<file path="src/rtl/bcd_disp_pkg.sv">
// Shared types and glyph/anode constants for the multiplexed 3-digit BCD display.
package bcd_disp_pkg;

  localparam int unsigned NUM_DIGITS = 3;

  typedef enum logic [1:0] {
    DIG_ONES = 2'd0,
    DIG_TENS = 2'd1,
    DIG_HUND = 2'd2
  } dig_idx_e;

  // Active-low segment patterns, bit order {g,f,e,d,c,b,a}
  localparam logic [6:0] SEG_0     = 7'h40;
  localparam logic [6:0] SEG_1     = 7'h79;
  localparam logic [6:0] SEG_2     = 7'h24;
  localparam logic [6:0] SEG_3     = 7'h30;
  localparam logic [6:0] SEG_4     = 7'h19;
  localparam logic [6:0] SEG_5     = 7'h12;
  localparam logic [6:0] SEG_6     = 7'h02;
  localparam logic [6:0] SEG_7     = 7'h78;
  localparam logic [6:0] SEG_8     = 7'h00;
  localparam logic [6:0] SEG_9     = 7'h10;
  localparam logic [6:0] SEG_E     = 7'h06;
  localparam logic [6:0] SEG_BLANK = 7'h7F;

  // Active-low digit enables, bit order {hund,tens,ones}
  localparam logic [2:0] AN_OFF  = 3'b111;
  localparam logic [2:0] AN_ONES = 3'b110;
  localparam logic [2:0] AN_TENS = 3'b101;
  localparam logic [2:0] AN_HUND = 3'b011;

endpackage

</file>
<file path="src/rtl/bcd_to_seg7.sv">
// Combinational BCD digit to active-low 7-segment decoder with blanking;
// any code above 9 renders as "E".
module bcd_to_seg7
  import bcd_disp_pkg::*;
(
  input  logic [3:0] i_digit,
  input  logic       i_blank,
  output logic [6:0] o_seg_n
);

  always_comb begin
    o_seg_n = SEG_E;
    if (i_blank) begin
      o_seg_n = SEG_BLANK;
    end else begin
      case (i_digit)
        4'd0:    o_seg_n = SEG_0;
        4'd1:    o_seg_n = SEG_1;
        4'd2:    o_seg_n = SEG_2;
        4'd3:    o_seg_n = SEG_3;
        4'd4:    o_seg_n = SEG_4;
        4'd5:    o_seg_n = SEG_5;
        4'd6:    o_seg_n = SEG_6;
        4'd7:    o_seg_n = SEG_7;
        4'd8:    o_seg_n = SEG_8;
        4'd9:    o_seg_n = SEG_9;
        default: o_seg_n = SEG_E;
      endcase
    end
  end

endmodule

</file>
<file path="src/rtl/bcd_seg_scan_driver.sv">
// Time-multiplexed 3-digit common-anode driver; BCD input is latched once per
// frame into a shadow register so a frame never mixes two values.
module bcd_seg_scan_driver
  import bcd_disp_pkg::*;
#(
  parameter int unsigned SCAN_DIV = 100000,
  parameter bit          LZB      = 1'b1
) (
  input  logic       clk,
  input  logic       rst_n,
  input  logic [9:0] bcd_in,
  output logic [6:0] seg_n,
  output logic [2:0] an_n,
  output logic       frame_done
);

  localparam int unsigned PW = (SCAN_DIV > 2) ? $clog2(SCAN_DIV) : 1;
  localparam logic [PW-1:0] PRESC_MAX = PW'(SCAN_DIV - 1);

  logic [PW-1:0] r_presc;
  dig_idx_e      r_idx;
  dig_idx_e      w_idx_nxt;
  logic [9:0]    r_shadow;
  logic [6:0]    r_seg_n;
  logic [2:0]    r_an_n;
  logic          r_frame_done;

  logic          w_tick;
  logic          w_last;
  logic          w_reload;
  logic [1:0]    w_hund;
  logic [3:0]    w_tens;
  logic [3:0]    w_ones;
  logic [3:0]    w_digit;
  logic          w_blank;
  logic [2:0]    w_an;
  logic [6:0]    w_seg;

  assign w_tick   = (r_presc == PRESC_MAX);
  assign w_last   = (r_idx == dig_idx_e'(2'(NUM_DIGITS - 1)));
  assign w_reload = w_tick && w_last;

  assign w_hund = r_shadow[9:8];
  assign w_tens = r_shadow[7:4];
  assign w_ones = r_shadow[3:0];

  always_ff @(posedge clk or negedge rst_n) begin
    if (!rst_n) begin
      r_presc <= '0;
    end else if (w_tick) begin
      r_presc <= '0;
    end else begin
      r_presc <= r_presc + 1'b1;
    end
  end

  always_ff @(posedge clk or negedge rst_n) begin
    if (!rst_n) begin
      r_idx <= DIG_ONES;
    end else begin
      r_idx <= w_idx_nxt;
    end
  end

  always_comb begin
    w_idx_nxt = r_idx;
    if (w_tick) begin
      case (r_idx)
        DIG_ONES: w_idx_nxt = DIG_TENS;
        DIG_TENS: w_idx_nxt = DIG_HUND;
        default:  w_idx_nxt = DIG_ONES;
      endcase
    end
  end

  always_ff @(posedge clk or negedge rst_n) begin
    if (!rst_n) begin
      r_shadow     <= '0;
      r_frame_done <= 1'b0;
    end else begin
      r_frame_done <= w_reload;
      if (w_reload) begin
        r_shadow <= bcd_in;
      end
    end
  end

  // Hundreds==3 is forced to an out-of-range code so the decoder shows "E".
  always_comb begin
    w_digit = '0;
    w_blank = 1'b0;
    w_an    = AN_OFF;
    case (r_idx)
      DIG_ONES: begin
        w_digit = w_ones;
        w_an    = AN_ONES;
      end
      DIG_TENS: begin
        w_digit = w_tens;
        w_blank = LZB && (w_hund == 2'd0) && (w_tens == 4'd0);
        w_an    = AN_TENS;
      end
      DIG_HUND: begin
        w_digit = (w_hund == 2'd3) ? 4'hF : {2'b00, w_hund};
        w_blank = LZB && (w_hund == 2'd0);
        w_an    = AN_HUND;
      end
      default: begin
        w_blank = 1'b1;
      end
    endcase
    if (w_blank) begin
      w_an = AN_OFF;
    end
  end

  bcd_to_seg7 u_dec (
    .i_digit (w_digit),
    .i_blank (w_blank),
    .o_seg_n (w_seg)
  );

  always_ff @(posedge clk or negedge rst_n) begin
    if (!rst_n) begin
      r_seg_n <= SEG_BLANK;
      r_an_n  <= AN_OFF;
    end else begin
      r_seg_n <= w_seg;
      r_an_n  <= w_an;
    end
  end

  assign seg_n      = r_seg_n;
  assign an_n       = r_an_n;
  assign frame_done = r_frame_done;

endmodule

</file>
<file path="config.mk">
export PLATFORM = sky130hd
export DESIGN_NAME = bcd_seg_scan_driver
export DESIGN_NICKNAME = d
export VERILOG_FILES = /design/src/rtl/bcd_disp_pkg.sv /design/src/rtl/bcd_to_seg7.sv /design/src/rtl/bcd_seg_scan_driver.sv
export SDC_FILE = /design/constraint.sdc
export NUM_CORES = 1
export LEC_CHECK = 0
export BUFFER_PORTS_ARGS = -buffer_cell sky130_fd_sc_hd__buf_4
export CELL_PAD_IN_SITES_DETAIL_PLACEMENT = 1
export CELL_PAD_IN_SITES_GLOBAL_PLACEMENT = 1
export CORE_ASPECT_RATIO = 1.5
export CORE_MARGIN = 1.5
export CORE_UTILIZATION = 35
export DETAILED_ROUTE_END_ITERATION = 10
export PLACE_DENSITY = 0.69
export SYNTH_ARGS = -nofsm -noshare
export SYNTH_HDL_FRONTEND = slang
export SYNTH_SLANG_ARGS = --single-unit
export TNS_END_PERCENT = 50
</file>
<file path="constraint.sdc">
create_clock -name clk -period 2.8 [get_ports clk]
set_clock_uncertainty 0.05 [all_clocks]
set_input_delay 0.42 -clock clk [delete_from_list [all_inputs] [get_ports clk]]
set_output_delay 0.42 -clock clk [all_outputs]
set_load 0.005 [all_outputs]
</file>
Word level (Yosys, flattened, before mapping):

Memory sizes are Yosys's and may differ from the RTL's.
Cells that the tools add are included.
Widths: inputs -> output; s select.

* register bits: 40
* word-level logic and storage cells: 25
* ROM bits: 112
* output and inout port bits: 11
* input port bits: 12
* memories kept: 1

* muxes and demuxes: 8
* reductions and logical operators: 5
* add/sub/neg operators: 1
* eq/ne operators: 4

Memory list
* (name not given): depth 16, width 7, rd ports 1, clocked after memory_dff 0, wr ports 0, line bcd_to_seg7.sv:16 `case (i_digit)`

Operators with widths (number)
* $add 17x1->17 const B: 1
* $eq 17x17->1 const B: 1
* $mux 17: 1
* $pmux 4 s3: 1
* $pmux 3 s3: 1
* $mux 7: 1
* $eq 2x2->1 const B: 2
* $logic_not 2->1: 2
* $logic_not 4->1: 1
* $mux 4: 1
* $pmux 2 s2: 1
* $mux 3: 1
* $pmux 1 s3: 1
* $eq 2x1->1 const B: 1
* $logic_and 1x1->1: 2

Depth between registers and ports, before layout:

Gate-level depths: netlist of run 1.
An unclocked memory read counts as a cell.

* word-level depth: 5
* gate-level depth with buffers: 8
* depth with buffers taken out: 7

Hierarchy:

A second synthesis of run 1 with hierarchy kept.

* cell total of the unflattened synthesis: 168
* area total of the unflattened synthesis: 1908.1 µm²

Modules (own cells, without submodules)
* bcd_seg_scan_driver: sequential area each 1013.5 µm², times used 1, area an instance 1684.1 µm², cells an instance 136
* bcd_to_seg7: sequential area each 0.0 µm², times used 1, area an instance 224.0 µm², cells an instance 32

Least setup slack after synthesis of run 1:

OpenSTA, ideal clock, no wires.

* kind: reg-to-reg
* start point: register r_presc[12]
* end point: register r_shadow[0]
* required time: 2.625 ns
* cell stages (with the launch flop): 6
* setup slack: 0.623 ns
* library setup time: 0.125 ns
* clock period less this slack: 2.177 ns
* path buffers: 1
* arrival: 2.002 ns
* path through: dfrtp_1 > or4b_1 > or4_1 > buf_2 > nor2_8 > mux2_2

* cells in the longest elaborated chain, start to end: 2

RTL lines
* start, declared: line bcd_seg_scan_driver.sv:20 `logic [PW-1:0] r_presc;`
* start signal, assigned: line bcd_seg_scan_driver.sv:53 `r_presc <= r_presc + 1'b1;`
* $eq 17x17->1: line bcd_seg_scan_driver.sv:39 `assign w_tick = (r_presc == PRESC_MAX);`
* $logic_and 1x1->1: line bcd_seg_scan_driver.sv:41 `assign w_reload = w_tick && w_last;`
* end signal, assigned: line bcd_seg_scan_driver.sv:83 `r_shadow <= bcd_in;`
* end, declared: line bcd_seg_scan_driver.sv:23 `logic [9:0] r_shadow;`

Every way passes these cells.
A chain may end at the register's enable or synchronous reset.

Final worst setup path of run 1:

* start point: register r_presc[12]
* end point: register r_shadow[3]

Same word-level chain as after synthesis.

==> impl_metrics.ini, run 1 <==
[placement]
port_buffers = 22
place_congestion = 0.8172
post-dp-hpwl_um = 3126
placed_area_um2 = 2141

[clocking]
tritoncts = yes
numCtsBuffers = 5
cts_hold_buffers = 0
cts_resized = 0
cts_root_buf = clkbuf_8
cts_setup_buffers = 0
clock_latency_ns = 0.29
clk_pin_slew_worst_paths_ns = 0.07
clk_path_buf_depth = 2
cts_max_level = 2
cts_sinks = 40

[detailed_routing]
drc = 0
vias_per_cell = 5.134
drt_iter0_drc = 40
first_pass_iters = 4
avgRoutedWirePerCell_um = 15.64
via_count = 1340
final_antenna_net_count = 0
routed_wl_um = 4082

[power_and_ir_drop]
leakagePower_nw = 1.007
pwr-share-comb_pct = 2.2
fin_total_pwr_mw = 1.019
powerDensity_nw_per_um2 = 454.9
internal_power_mw = 0.8127
p_seq_share_pct = 56.7
vdd_drop_max_uv = 209.6
power_switching_mw = 0.2066
switching_share_pct = 20.27
pwr-share-clk_pct = 41.1

[floorplanning]
rows = 32
initial_core_util_pct = 36.71
core_um2 = 5205
die_h_um = 93.49
ioPinCount = 23
die_area_um2 = 5920
die_w_um = 63.33

[synth]
synthesis.area_um2 = 1911
yosys_warnings = 0
synth-edff-count = 0
synth_nets = 184
ys_seq_elements = 40
synth-async-reset-ratio_pct = 100.0
synthTopCellsByArea = dfrtp_1 (39%), dfstp_2 (14%), mux2_2 (6.5%)
synth_top_cell_area_share_pct = 39.29
synth.avg_cell_area_um2 = 11.51
ys_seq_area_share_pct = 53.05
ys_types = 40
synth_area_leader_cell = dfrtp_1
synth_cells = 166
synthFlopType = dfrtp_1

[sta]
fin_crit_sh_pct = 85.37
setup_viol = 0
worstMarginPinSlew_ns = 0.6247
whs_ns = 0.04688
setup-tns-final_ns = 0
slew_headroom_pct = 58.07
period_needed_ns = 2.390
maxSlewViolCount = 0
rsz0062_at_grt = no
clock.fmax_mhz = 418.4
finalHoldViolCount = 0

[layout]
final_core_util_pct = 43.05
multi_input_area_um2 = 858.3
drive_gt1_share_pct = 30.57
seq_area_um2 = 1013
finalNetCount = 210
mostFrequentLayoutCells = dfrtp_1 (30), buf_4 (22), nand2_1 (12)
antenna_cells = 0
fin_area_um2 = 2241
layout_commonest_cell = dfrtp_1
n_fill_cell = 570
area_growth_syn_to_layout_pct = 17.29

[global_routing]
grt_pass1_wl_um = 6948
grt_max_degree = 41
grt_pass1_vias = 1498
antenna_found_initial = 0
grt_usage_pct = 15.13
overflow = 0

[flow_run]
maxCapViolCount = 0

[critical_path]
cp-start-kind = flop
cp-end-kind = flop
crit_chain = or4b_1 > or4_1 > nor2_8 > mux2_2
crit_fanout = 10
cp_num_buf_inv = 0
r2r_slack_ns = 0.41
required_ns = 2.93
critPathTopFamily = simple AND/OR/NAND/NOR gates
crit_type = flop to flop
cp.arrival_ns = 2.52
slowest_stage = or4_1
cp_slowest_stage_delay_ns = 0.65

[outcome]
outcome = finished, final reports clean

[worst_hold_path]
hold_path_class = input pin to async pin
==> synthesized netlist by cell type (all sizes together), types with 3 or more instances <==
master,instances
dfrtp,30
nand2,12
nor2,12
mux2,11
dfstp,10
o21ai,9
xnor2,9
mux2i,7
ha,6
a21oi,5
inv,5
nand3,5
nand4,5
nor3,5
xor2,4
or2,3
or4,3
==> state kept, by name, summed over array words and instances, names as in the netlist <==
| register | flops |
|---|---|
| an_n | 3 |
| r_presc | 17 |
| r_idx | 2 |
| frame_done | 1 |
| seg_n | 7 |
| r_shadow | 10 |
==> per-layer routing <==
metal / global-route usage, % / vias to the layer above / routed length, µm
li1: - / 635 / -
met1: 16.02 / 673 / 1630
met2: 28.95 / 26 / 2283
met3: 3.008 / 6 / 107
met4: 5.616 / 0 / 60
met5: 0 / - / 0
==> cell type report <==
type / instances / share of cell area, %
Clock buffer: 8 / 4.467
Tap cell: 68 / 3.797
Inverter: 5 / 0.8375
Sequential cell: 40 / 45.23
Timing Repair Buffer: 22 / 7.370
Multi-Input combinational cell: 118 / 38.30
==> logic make-up after synthesis <==
family / synth area share, %
buffers and inverters: 2.030
flip-flops: 53.05
AND/OR/NAND/NOR: 17.55
multiplexers: 10.15
AO/OA/AOI/OAI: 7.334
adder cells (fa/ha/maj): 3.929
XOR/XNOR: 5.959
==> stage by stage <==
step | cells | setup slack (ns)
6_report | 261 | 0.4097
5_1_grt | 261 | 0.3239
4_1_cts | 261 | 0.3990
3_5_place_dp | 253 | 0.4064
3_3_place_gp | 253 | 0.4940
2_1_floorplan | 166 | 0.6228
==> power by group through the flow <==
stage / logic (mW) / clock network, mW / registers, mW
after global routing: 0.0261 / 0.457 / 0.578
final: 0.0225 / 0.419 / 0.578
after floorplan: 0.000118 / 0 / 0.589
after CTS: 0.0238 / 0.436 / 0.578
after detailed placement: 0.0240 / 0 / 0.589
after global placement: 0.0229 / 0 / 0.589
==> path summary, 6_finish.rpt <==
check                            startpoint  cells past startpoint     endpoint
worst max-delay path            r_presc[12]                      4  r_shadow[3]
worst min-delay path                  rst_n                      1   r_presc[3]
worst max register to register  r_presc[12]                      4  r_shadow[3]
worst min register to register   r_presc[0]                      1   r_presc[0]
max in group asynchronous             rst_n                      1     seg_n[4]
min in group clk                  bcd_in[8]                      2  r_shadow[8]
Power figures use the tool's default switching activity.
==> run 2: changes to the inputs <==
==> constraint.sdc (replaced) <==
create_clock -name clk -period 2.8 [get_ports clk]
set_clock_uncertainty 0.05 [all_clocks]
set_input_delay 0.14 -clock clk [delete_from_list [all_inputs] [get_ports clk]]
set_output_delay 0.14 -clock clk [all_outputs]
set_load 0.005 [all_outputs]
==> run 2 against run 1 <==
Effect of this change:
- first-iteration DRC count fell by 5.0%
- clock-buffer cell count did not move
- die area did not move
- hold slack got worse by 0.021 ns
- final area rose by 0.45%
- total power barely moved
- maximum frequency rose by 0.52%
- sequential share of layout area fell by 0.20 points
- cell count rose by 0.38%
- via count fell by 0.45%
- global-route usage fell by 0.051 points
==> impl_metrics.ini, run 2 (synthesis results as in run 1) <==
[outcome]
outcome = finished, final reports clean

[critical_path]
cp-start-kind = flop
crit_type = flop to flop
required_ns = 2.93
crit_fanout = 10
cp.arrival_ns = 2.50
cp-end-kind = flop

[clocking]
cts_setup_buffers = 0
tritoncts = yes
clk_path_buf_depth = 2
clk_pin_slew_worst_paths_ns = 0.08
cts_root_buf = clkbuf_8
cts_hold_buffers = 1
cts_sinks = 40
numCtsBuffers = 5
cts_resized = 0
clock_latency_ns = 0.29
cts_max_level = 2

[global_routing]
overflow = 0
grt_pass1_wl_um = 6934
grt_pass1_vias = 1509
grt_max_degree = 41
grt_usage_pct = 15.08
antenna_found_initial = 0

[sta]
fin_crit_sh_pct = 84.92
setup-tns-final_ns = 0
period_needed_ns = 2.378
slew_headroom_pct = 58.03
clock.fmax_mhz = 420.5
setup_viol = 0
finalHoldViolCount = 0
maxSlewViolCount = 0
worstMarginPinSlew_ns = 0.6253
rsz0062_at_grt = no

[floorplanning]
ioPinCount = 23
initial_core_util_pct = 36.71
rows = 32
core_um2 = 5205
die_area_um2 = 5920
die_w_um = 63.33
die_h_um = 93.49

[power_and_ir_drop]
powerDensity_nw_per_um2 = 453.0
leakagePower_nw = 1.011
fin_total_pwr_mw = 1.020
vdd_drop_max_uv = 209.6

[layout]
finalNetCount = 211
layout_commonest_cell = dfrtp_1
mostFrequentLayoutCells = dfrtp_1 (30), buf_4 (22), nand2_1 (12)
top_register = r_presc
final_core_util_pct = 43.25
largest_register_ffs = 17
drive_gt1_share_pct = 30.41
fin_area_um2 = 2251
area_growth_syn_to_layout_pct = 17.81
antenna_cells = 0

[placement]
port_buffers = 22
placed_area_um2 = 2141
place_congestion = 0.8172
post-dp-hpwl_um = 3126

[detailed_routing]
drc = 0
vias_per_cell = 5.092
first_pass_iters = 3
drt_iter0_drc = 38
avgRoutedWirePerCell_um = 15.56
routed_wl_um = 4078
via_count = 1334
final_antenna_net_count = 0

[worst_hold_path]
hold_path_class = input pin to flop

[flow_run]
maxCapViolCount = 0
-- run 2: cell types whose count changed in the layout (fill, tap and decap cells not counted) --
cell,previous run,this run
dlygate4sd3_1,0,1
-- run 2: power by group --
group	internal [mW]	leakage (nW)	switching, mW
logic	0.0106	0.451	0.0130
clock network	0.225	0.0515	0.193
registers	0.578	0.509	0
-- run 2: worst max-delay path, stage by stage, from the launching register on --
cell and delay [ns]:
dfrtp_1 0.41, or4b_1 0.55, or4_1 0.65, nor2_8 0.24, mux2_2 0.36
-- run 2: layout make-up --
class | instances | area [µm²]
flip-flops and latches | 40 | 1013
multi-input cells | 118 | 858.3
repair buffers | 23 | 175.2
well taps | 68 | 85.08
inverters | 5 | 18.77
fillers | 567 | 2954
clock buffers | 8 | 100.1
-- run 2: worst paths after layout --
| path | from | end | slack (ns) | depth (start not counted) |
|---|---|---|---|---|
| worst max-delay path | r_presc[12] | r_shadow[3] | 0.42 | 4 |
| worst min-delay path | bcd_in[8] | r_shadow[8] | 0.03 | 2 |
| worst max register to register | r_presc[12] | r_shadow[3] | 0.42 | 4 |
| worst min register to register | r_presc[0] | r_presc[0] | 0.46 | 1 |
| max in group asynchronous | rst_n | an_n[0] | 2.02 | 2 |
| min in group asynchronous | rst_n | r_presc[4] | 0.32 | 2 |
-- run 2: per-stage QoR --
step	hold slack (ns)	worst slack, ns	std cells
after floorplan	-0.2056	0.6228	166
after global placement	0.09208	0.4940	253
after detailed placement	0.1087	0.4064	253
after CTS	0.01809	0.3990	262
after global routing	0.02141	0.3239	262
final	0.02577	0.4221	262
-- run 2: per-layer routing --
layer,share of wire [%],global-route usage (%),wire (µm)
met1,40,15.79,1633
met2,56,29.04,2304
met3,2.2,3.008,90
met4,1.2,5.616,49
met5,0,0,0
==> run 3: changes to the inputs <==
- ABC_AREA: default -> 1
- PLACE_DENSITY: 0.69 -> 0.72
- clock period: 2.8 -> 2.2 ns (I/O delays scaled with it)
==> run 3 against run 2 <==
Effect of this change:
- synthesized cell count increased by 54%
- synthesized area increased by 7.6%
- cell count increased by 40%
- maximum frequency increased by 28%
- largest cell class unchanged
- global-route usage increased by 2.3 points
- wire length increased by 18%
- non-clock buffer count increased by 10
- combinational power increased by 74%
- clock-buffer cell count decreased by 1
- critical path depth increased by 4
- flip-flop and latch count unchanged
==> impl_metrics.ini, run 3 <==
[placement]
post-dp-hpwl_um = 3625
dp_slack_ns = 0.3694
placed_area_um2 = 2296
port_buffers = 22
dp.cells = 349
place_congestion = 0.8623

[clocking]
clock_latency_ns = 0.29
cts_setup_buffers = 0
tritoncts = yes
cts_max_level = 2
cts_sinks = 40
clk_path_buf_depth = 2
numCtsBuffers = 5
cts_root_buf = clkbuf_8
clk_pin_slew_worst_paths_ns = 0.07

[sta]
period_needed_ns = 1.851
whs_ns = 0.005541
setup-tns-final_ns = 0
setup_viol = 0
clock.fmax_mhz = 540.3
maxSlewViolCount = 0
setup_ws_ns = 0.3492
worstMarginPinSlew_ns = 0.4955
fin_crit_sh_pct = 84.13
rsz0062_at_grt = no
slew_headroom_pct = 66.97
finalHoldViolCount = 0

[synth]
synth_nets = 274
ys_seq_area_share_pct = 49.30
ys_seq_elements = 40
synth_commonest_cells = nand2_1 (71), nor2_1 (39), dfrtp_1 (30), inv_1 (29), nand3_1 (27)
yosysMostFrequentCell = nand2_1
synth-edff-count = 0
synth-async-reset-ratio_pct = 100.0
synth.avg_cell_area_um2 = 8.030
synth_area_leader_cell = dfrtp_1
synth_cells = 256
yosys_warnings = 0
synthFlopType = dfrtp_1
synthTopCellsByArea = dfrtp_1 (37%), nand2_1 (13%), dfstp_2 (13%)
synthesis.area_um2 = 2056
synth_top_cell_area_share_pct = 36.52
ys_types = 24

[layout]
n_fill_cell = 719
mostFrequentLayoutCells = nand2_1 (71), nor2_1 (39), dfrtp_1 (30)
seq_area_um2 = 1013
drive_gt1_share_pct = 17.01
area_growth_syn_to_layout_pct = 20.02
largest_register_ffs = 17
final_core_util_pct = 42.96
top_register = r_presc
antenna_cells = 0
multi_input_area_um2 = 889.6
fin_area_um2 = 2467
finalNetCount = 311
stdcell_count = 366
layout_commonest_cell = nand2_1

[critical_path]
cp.arrival_ns = 2.00
cp-start-kind = flop
required_ns = 2.35
r2r-start = r_idx[0]
critPathLaunch = r_idx[0]
cp-end-kind = flop
reg2reg_depth = 8
crit_type = flop to flop
crit_fanout = 7

[floorplanning]
die_h_um = 96.87
ioPinCount = 23
initial_core_util_pct = 35.80
core_um2 = 5743
rows = 34
die_area_um2 = 6352
die_w_um = 65.58

[power_and_ir_drop]
vdd_drop_max_uv = 294.9
powerDensity_nw_per_um2 = 505.0
fin_total_pwr_mw = 1.246
leakagePower_nw = 1.227

[detailed_routing]
avgRoutedWirePerCell_um = 13.13
first_pass_iters = 4
drc = 0
via_count = 1730
vias_per_cell = 4.727
final_antenna_net_count = 0
drt_iter0_drc = 35
routed_wl_um = 4807

[global_routing]
overflow = 0
grt_pass1_vias = 1913
grt_pass1_wl_um = 8583
grt_max_degree = 41
grt_usage_pct = 17.39
antenna_found_initial = 0

[flow_run]
maxCapViolCount = 0

[worst_hold_path]
hold_path_class = input pin to flop
hp-start = bcd_in[1]
hold_depth = 3

[outcome]
outcome = finished, final reports clean
==> run 3: final timing paths <==
| path | endpoint | slack, ns |
|---|---|---|
| worst max-delay path | seg_n[1] | 0.35 |
| worst min-delay path | r_shadow[1] | 0.006 |
| worst max register to register | seg_n[1] | 0.35 |
| worst min register to register | r_presc[0] | 0.43 |
| max in group asynchronous | seg_n[5] | 1.45 |
| min in group asynchronous | r_presc[11] | 0.27 |
==> run 3: worst max-delay path, stage by stage (launching register included) <==
cell	delay, ns
dfrtp_1	0.46
nor2_1	0.29
nand2_1	0.09
nand3_1	0.19
inv_1	0.12
ha_1	0.31
inv_1	0.06
nor2_1	0.04
nand3b_1	0.16
==> run 3: cell families after synthesis <==
| group | synth area share [%] |
|---|---|
| buf+inv | 7.426 |
| fa+ha+maj | 3.652 |
| compound gates | 3.165 |
| flops | 49.30 |
| simple gates | 32.20 |
| xor+xnor | 4.261 |
==> run 3: layer usage <==
metal  GRT usage [%]  vias up  wire [µm]
met4           7.212        0        117
met3           2.442       10         81
li1                -      871          -
met2           33.36       22       2860
met5               0        -          0
met1           18.02      827       1747
==> run 3: cell type report <==
| type | instances | share of cell area (%) |
|---|---|---|
| Sequential cell | 40 | 41.07 |
| Multi-Input combinational cell | 181 | 36.05 |
| Timing Repair Buffer | 33 | 10.95 |
| Inverter | 32 | 4.970 |
| Tap cell | 72 | 3.651 |
| Clock buffer | 7 | 3.093 |
| Clock inverter | 1 | 0.2028 |
==> run 3: what timing repair did <==
item                      CTS  global route
hold buffers                9             0
hold endpoints to repair   38             0
resized for setup           0             0
==> run 3: report_power, final <==
part | internal, mW | switching [mW]
sequential | 0.736 | 0
clock | 0.223 | 0.247
combinational | 0.0226 | 0.0184
total | 0.981 | 0.265
